--- src/rtl/spi_sec_sync.sv ---
// spi_sec_sync: SPI secondary (mode 0) running entirely in the clk domain.
// sclk/cs/mosi are oversampled through 2-FF synchronizers; edges on the
// synchronized sclk/cs drive the shift logic three clk after the pin moves.
// Optional feature macro: SPI_SEC_SYNC_ECHO_EN (underrun value = rx_data).
module spi_sec_sync #(
   parameter int DWIDTH = 8
) (
   input  logic              clk,
   input  logic              rst,
   input  logic              sclk,
   input  logic              cs,
   input  logic              mosi,
   output logic              miso,
   output logic [DWIDTH-1:0] rx_data,
   output logic              rx_valid,
   input  logic              rx_ack,
   output logic              rx_overrun,
   input  logic [DWIDTH-1:0] tx_data,
   input  logic              tx_wr,
   output logic              tx_ready,
   output logic              tx_underrun
);
   localparam int CW = $clog2(DWIDTH);

   typedef enum logic {S_IDLE, S_ACTIVE} state_t;

   state_t              r_state, w_state_nxt;
   logic [1:0]          r_sclk_sync, r_cs_sync, r_mosi_sync;
   logic                r_sclk_d, r_cs_d;
   logic [CW-1:0]       r_bit_cnt;
   logic [DWIDTH-2:0]   r_rx_shift;
   logic [DWIDTH-1:0]   r_tx_shift, r_tx_hold, r_rx_data;
   logic                r_miso, r_rx_valid, r_rx_overrun, r_tx_ready, r_tx_underrun;

   logic                w_sclk_rise, w_sclk_fall, w_cs_fall, w_cs_rise;
   logic                w_start, w_stop, w_bit, w_shift_out, w_last, w_load;
   logic [DWIDTH-1:0]   w_rx_word, w_underrun_val, w_load_val;

   // Synchronizers plus the edge-detect delay stage. The cs chain resets low
   // so a pin already held low at reset release never looks like a falling
   // edge; only a fresh high->low transition starts a transfer.
   always_ff @(posedge clk or posedge rst) begin
      if (rst) begin
         r_sclk_sync <= '0;
         r_cs_sync   <= '0;
         r_mosi_sync <= '0;
         r_sclk_d    <= 1'b0;
         r_cs_d      <= 1'b0;
      end else begin
         r_sclk_sync <= {r_sclk_sync[0], sclk};
         r_cs_sync   <= {r_cs_sync[0], cs};
         r_mosi_sync <= {r_mosi_sync[0], mosi};
         r_sclk_d    <= r_sclk_sync[1];
         r_cs_d      <= r_cs_sync[1];
      end
   end

   assign w_sclk_rise = r_sclk_sync[1] & ~r_sclk_d;
   assign w_sclk_fall = ~r_sclk_sync[1] & r_sclk_d;
   assign w_cs_fall   = ~r_cs_sync[1] & r_cs_d;
   assign w_cs_rise   = r_cs_sync[1] & ~r_cs_d;

   // State register
   always_ff @(posedge clk or posedge rst) begin
      if (rst) r_state <= S_IDLE;
      else     r_state <= w_state_nxt;
   end

   // Next state and per-cycle strobes; sclk edges only count while active
   always_comb begin
      w_state_nxt = r_state;
      w_start     = 1'b0;
      w_stop      = 1'b0;
      w_bit       = 1'b0;
      w_shift_out = 1'b0;
      case (r_state)
         S_IDLE: begin
            if (w_cs_fall) begin
               w_state_nxt = S_ACTIVE;
               w_start     = 1'b1;
            end
         end
         S_ACTIVE: begin
            if (w_cs_rise) begin
               w_state_nxt = S_IDLE;
               w_stop      = 1'b1;
            end else begin
               w_bit       = w_sclk_rise;
               w_shift_out = w_sclk_fall;
            end
         end
         default: w_state_nxt = S_IDLE;
      endcase
   end

   assign w_last    = w_bit & (r_bit_cnt == CW'(DWIDTH-1));
   assign w_load    = w_start | w_last;
   assign w_rx_word = {r_rx_shift, r_mosi_sync[1]};

`ifdef SPI_SEC_SYNC_ECHO_EN
   assign w_underrun_val = r_rx_data;
`else
   assign w_underrun_val = {DWIDTH{1'b1}};
`endif
   assign w_load_val = r_tx_ready ? w_underrun_val : r_tx_hold;

   // Receive shifter and bit counter; a cs release discards the partial word
   always_ff @(posedge clk or posedge rst) begin
      if (rst) begin
         r_rx_shift <= '0;
         r_bit_cnt  <= '0;
      end else if (w_stop) begin
         r_rx_shift <= '0;
         r_bit_cnt  <= '0;
      end else if (w_bit) begin
         r_rx_shift <= w_rx_word[DWIDTH-2:0];
         r_bit_cnt  <= w_last ? '0 : r_bit_cnt + CW'(1);
      end
   end

   // Transmit shifter: first bit goes out at cs fall, later bits on sclk fall
   always_ff @(posedge clk or posedge rst) begin
      if (rst) begin
         r_miso     <= 1'b0;
         r_tx_shift <= '0;
      end else if (w_stop) begin
         r_miso     <= 1'b0;
         r_tx_shift <= '0;
      end else if (w_start) begin
         r_miso     <= w_load_val[DWIDTH-1];
         r_tx_shift <= {w_load_val[DWIDTH-2:0], 1'b0};
      end else if (w_last) begin
         r_tx_shift <= w_load_val;
      end else if (w_shift_out) begin
         r_miso     <= r_tx_shift[DWIDTH-1];
         r_tx_shift <= {r_tx_shift[DWIDTH-2:0], 1'b0};
      end
   end

   // Receive handoff: ack is applied before a same-cycle completed word
   always_ff @(posedge clk or posedge rst) begin
      if (rst) begin
         r_rx_data    <= '0;
         r_rx_valid   <= 1'b0;
         r_rx_overrun <= 1'b0;
      end else begin
         r_rx_overrun <= 1'b0;
         if (rx_ack) r_rx_valid <= 1'b0;
         if (w_last) begin
            if (r_rx_valid && !rx_ack) begin
               r_rx_overrun <= 1'b1;
            end else begin
               r_rx_data  <= w_rx_word;
               r_rx_valid <= 1'b1;
            end
         end
      end
   end

   // Holding register: a same-cycle write refills it after the load took it
   always_ff @(posedge clk or posedge rst) begin
      if (rst) begin
         r_tx_hold     <= '0;
         r_tx_ready    <= 1'b1;
         r_tx_underrun <= 1'b0;
      end else begin
         r_tx_underrun <= w_load & r_tx_ready;
         if (tx_wr) begin
            r_tx_hold  <= tx_data;
            r_tx_ready <= 1'b0;
         end else if (w_load) begin
            r_tx_ready <= 1'b1;
         end
      end
   end

   assign miso        = r_miso;
   assign rx_data     = r_rx_data;
   assign rx_valid    = r_rx_valid;
   assign rx_overrun  = r_rx_overrun;
   assign tx_ready    = r_tx_ready;
   assign tx_underrun = r_tx_underrun;

endmodule

--- config.mk ---
export PLATFORM = sky130hd
export DESIGN_NAME = spi_sec_sync
export DESIGN_NICKNAME = d
export VERILOG_FILES = /design/src/rtl/spi_sec_sync.sv
export SDC_FILE = /design/constraint.sdc
export NUM_CORES = 1
export LEC_CHECK = 0
export CORE_ASPECT_RATIO = 0.8
export CORE_MARGIN = 5
export CORE_UTILIZATION = 40
export CTS_CLUSTER_SIZE = 10
export DETAILED_ROUTE_END_ITERATION = 12
export PLACE_DENSITY = 0.61
export REMOVE_ABC_BUFFERS = 1
export SETUP_SLACK_MARGIN = 0.15
export SYNTH_ARGS = -nofsm -noshare
export SYNTH_HDL_FRONTEND = slang
export SYNTH_SLANG_ARGS = --single-unit
--- constraint.sdc ---
create_clock -name clk -period 1.85 [get_ports clk]
set_input_delay 0.2775 -clock clk [delete_from_list [all_inputs] [get_ports clk]]
set_output_delay 0.2775 -clock clk [all_outputs]
set_load 0.005 [all_outputs]
== Word-level counts from Yosys, hierarchy flattened ==
Index checks and enable logic that the tools add are counted.
Operators by class
  add/sub/neg operators: 1
  $mul: 0
  div/mod/pow operators: 0
  $lt $le $gt $ge: 0
  equal/unequal tests: 2
  shift-type cells: 0
  muxes and demuxes: 31
  bitwise logic cells: 13
  reductions and logical operators: 8
Operators by type and width (number)
  $mux 8: 5
  $mux 1: 20
  $mux 7: 2
  $mux 3: 3
  $and 1x1->1: 6
  $not 1->1: 6
  $reduce_and 2->1: 2
  $reduce_bool 2->1: 2
  $reduce_bool 4->1: 1
  $add 3x1->3 const B: 1
  $eq 3x3->1 const B: 1
  $ne 3x3->1 const B: 1
  $reduce_bool 3->1: 1
  $pmux 1 s2: 1
  $logic_and 1x1->1: 1
  $logic_not 1->1: 1
  $or 1x1->1: 1
Storage, ports and cells
  register bits after elaboration: 48
  latch bits: 0
  RAM bits: 0
  ROM bits: 0
  memories kept: 0

== Depth between registers and ports, before layout ==
  word-level depth: 8
  mapped depth: 8
  mapped depth without buffers: 6

== Worst setup path after synthesis ==
OpenSTA, ideal clock, no wires.
  path kind: reg2reg
  start: reg r_bit_cnt[0]
  end: reg r_rx_data[0], in the netlist rx_data[0]
  arrival: 1.718 ns
  setup slack: 0.007 ns
  stages on the path, launching flop included: 8
  cells stage by stage: dfrtp_1 ha_1 ha_1 and3b_1 buf_4 and3_4 nand2_2 mux2_2
Between the ends
  cells in the longest elaborated chain, start to end: 3
Ends and longest elaborated chain
  start, declared: RTL line 30  | logic [CW-1:0] r_bit_cnt;
  start signal, assigned: RTL line 117  | r_bit_cnt <= w_last ? '0 : r_bit_cnt + CW'(1);
  $eq 3x3->1: RTL line 96  | assign w_last = w_bit & (r_bit_cnt == CW'(DWIDTH-1));
  $and 1x1->1: RTL line 96
  $reduce_and 2->1 (no source line)
  end signal, assigned: RTL line 153  | r_rx_data <= w_rx_word;
  end, declared: RTL line 32  | logic [DWIDTH-1:0] r_tx_shift, r_tx_hold, r_rx_data;
Every way passes these cells.
A chain may end at the register's enable or synchronous reset.

== Final worst setup path ==
  start: reg r_bit_cnt[0]
  end: reg r_tx_shift[6]
Between the ends
  cells in the longest elaborated chain, start to end: 5
  elaborated cells on any way between the ends: 6
  those cells by class: 1 x eq/ne; 3 x mux; 1 x bitwise; 1 x reduce/logical
Ends and longest elaborated chain
  $eq 3x3->1 *: RTL line 96
  $and 1x1->1 *: RTL line 96
  $mux 8: RTL line 132  | end else if (w_last) begin
  $mux 8: RTL line 129  | end else if (w_start) begin
  $mux 8: RTL line 126  | end else if (w_stop) begin
  end signal, assigned: RTL line 131  | r_tx_shift <= {w_load_val[DWIDTH-2:0], 1'b0};
  end signal, assigned: RTL line 133  | r_tx_shift <= w_load_val;
  end signal, assigned: RTL line 136  | r_tx_shift <= {r_tx_shift[DWIDTH-2:0], 1'b0};
  end, declared: RTL line 32
Every way passes the cells marked *; elsewhere a longest branch is shown, timed or not.

==> metrics.txt <==
Area Growth Syn to Fin=31.0%; vias=1473; Hold Vio Cnt, Final=0; Max-Cap Viols=0; pin count of the biggest net entering global routing=49; CTS tree=built; total CTS buffers=5; Initial Utilization=41.8%; RePlAce Congestion=0.827; pre-CTS WS=-0.126 ns; Syn Area/Cell=12.4 um^2; Synth Instances=172; Syn. warnings=0; antenna viol nets, final=0; CTS clk-pin slew, worst paths=0.09 ns; #FFs+latches synth=48; initial antenna violation count=0; Final TNS setup=-0.000839 ns; drt first-iter violations=129; DR pass1 iterations=4; post-layout minimum cycle time=1.85 ns; CP Data Required Time=2.04 ns; # H-tree levels=2; Die Y=75.2 um; row count=23; Pins Over Slew Limit=0; CTS Root Cell=clkbuf_8; clock sink total=48; Critical Path AT=2.04 ns; Finished Core Util=54.7%; WS Path Type=reg2reg; failing checks=setup timing; fmax=540 MHz; status=finished with violations; vias in the first global route=1507; RSZ-0062 raised after global routing=yes; Overall Power=2.45 mW; die area=0.00689 mm^2; layout cells sized above 1=32.4%; most common cell after layout, fill and taps aside=dfrtp_1; mapped cell area=0.00213 mm^2; Final setup viols=1; Worst Path Max Fanout=5; DR vias/cell=5.36; core box area=0.00509 mm^2; CP Launch Type=flip-flop; WHS=0.326 ns; fillers=405; drt drc=0; final setup margin=-0.000839 ns; dpl hpwl=2.97 mm; crit share post-route=100%; CP Capture Type=flip-flop; Netlist cell types=31; Relative slew margins=71.0%; gr usage total=13.8%; clk_lat worst skew=0.30 ns; # hold bufs at CTS=0; Power Density=879 mW/mm^2; leakage power=1.25 nW; first-pass GRT wire length=7.47 mm; number of I/O pins=28; Final Non-Filler Cells=275; total grt overflow=0; nets=229; wire length per cell=16.4 um; dpl cell area=0.00250 mm^2; sequential share of the synthesized area=56.5%; drt total wl=4.52 mm; most frequent cells in the layout=dfrtp_1 (47), clkdlybuf4s50_1 (27), mux2_2 (17); finished layout cell area=0.00279 mm^2; Die Width=91.5 um; Hold WC Path Type=in2async; Slew @ Worst Pin=0.435 ns; Diodes inserted=0; IO Port Bufs=27; Max VDD drop=0.388 mV; Max Clock Skew=0.00777 ns; clock buffer depth=2; dpl cells=261
synth_stat cells:
cell       n  area, um^2
dfrtp_1   47        1180
mux2_2    17         191
nor2_1    16        60.1
a311oi_1   8        70.1
inv_1      8        30.0
o21ai_0    8        40.0
a211oi_1   7        52.6
mux2_4     7         105
nand3_1    7        35.0
o21ai_1    7        35.0
clkbuf_1   5        18.8
mux2i_1    4        40.0
nand2b_1   4        25.0
a21oi_1    3        15.0
buf_4      3        22.5
nand2_1    3        11.3
buf_6      2        22.5
ha_1       2        25.0
nand3b_1   2        15.0
a21boi_0   1        7.51
a21o_1     1        7.51
and3_4     1        11.3
and3b_1    1        8.76
dfstp_2    1        26.3
nand2_2    1        6.26
nand4b_4   1        23.8
nor3_1     1        5.00
nor3b_2    1        12.5
o21a_1     1        7.51
or3_1      1        6.26
or4b_4     1        13.8
state kept, by name, summed over array words and instances, names as in the netlist:
name / count
r_rx_shift: 7
r_cs_d: 1
rx_data: 8
r_sclk_d: 1
r_mosi_sync: 2
r_bit_cnt: 3
tx_underrun: 1
miso: 1
r_sclk_sync: 2
rx_valid: 1
r_state: 1
r_tx_shift: 8
rx_overrun: 1
r_tx_hold: 8
tx_ready: 1
r_cs_sync: 2
where the power goes:
| group | switching [mW] | internal [mW] |
|---|---|---|
| logic | 0.190 | 0.263 |
| clock network | 0.350 | 0.400 |
| registers | 0.0878 | 1.16 |
cells by family after synthesis:
logic type | synth area share [%]
AOI/OAI and AO/OA | 11.1
and+or+nand+nor | 11.0
DFF | 56.5
buffers and inverters | 4.41
adders and majority gates | 1.18
muxes | 15.8
per-layer routing:
metal | share of wire [%] | track usage (%) | vias up
met3 | 4.3 | 4.20 | 2
met5 | 0 | 0 | -
met2 | 46 | 21.4 | 42
met4 | 0.75 | 4.52 | 0
met1 | 49 | 18.9 | 740
li1 | - | - | 689
worst max-delay path, stage by stage, from the launching register on:
cell,delay (ns)
dfrtp_1,0.39
ha_2,0.20
ha_4,0.17
and3b_2,0.26
a311oi_1,0.36
a211oi_2,0.09
mux2_4,0.27
area by class of cell:
cell class / count / area, um^2 / area share, %
inverter: 8 / 30.0 / 1.08
clock inverter: 3 / 42.5 / 1.53
sequential: 48 / 1200 / 43.2
tap: 62 / 77.6 / 2.78
multi-input combinational: 107 / 941 / 33.8
clock buffer: 5 / 68.8 / 2.47
timing repair buffer: 42 / 424 / 15.2
worst paths after layout:
kind / start / cells after the start / slack, ns / endpoint
setup / recovery: r_bit_cnt[0] / 6 / -0.0008 / r_tx_shift[6]
hold / removal: rst / 3 / 0.33 / r_cs_sync[1]
setup reg to reg: r_bit_cnt[0] / 6 / -0.0008 / r_tx_shift[6]
hold reg to reg: r_mosi_sync[0] / 0 / 0.36 / r_mosi_sync[1]
max in group asynchronous: rst / 3 / 1.24 / tx_ready
min in group clk: r_mosi_sync[0] / 0 / 0.36 / r_mosi_sync[1]
what timing repair did:
item | CTS | global route
resized for setup | 14 | 8
pin swaps | 2 | 4
gates cloned | 1 | 1
buffers inserted | 4 | 0
endpoints found under the setup margin | 19 | 18
Power figures use the tool's default switching activity.
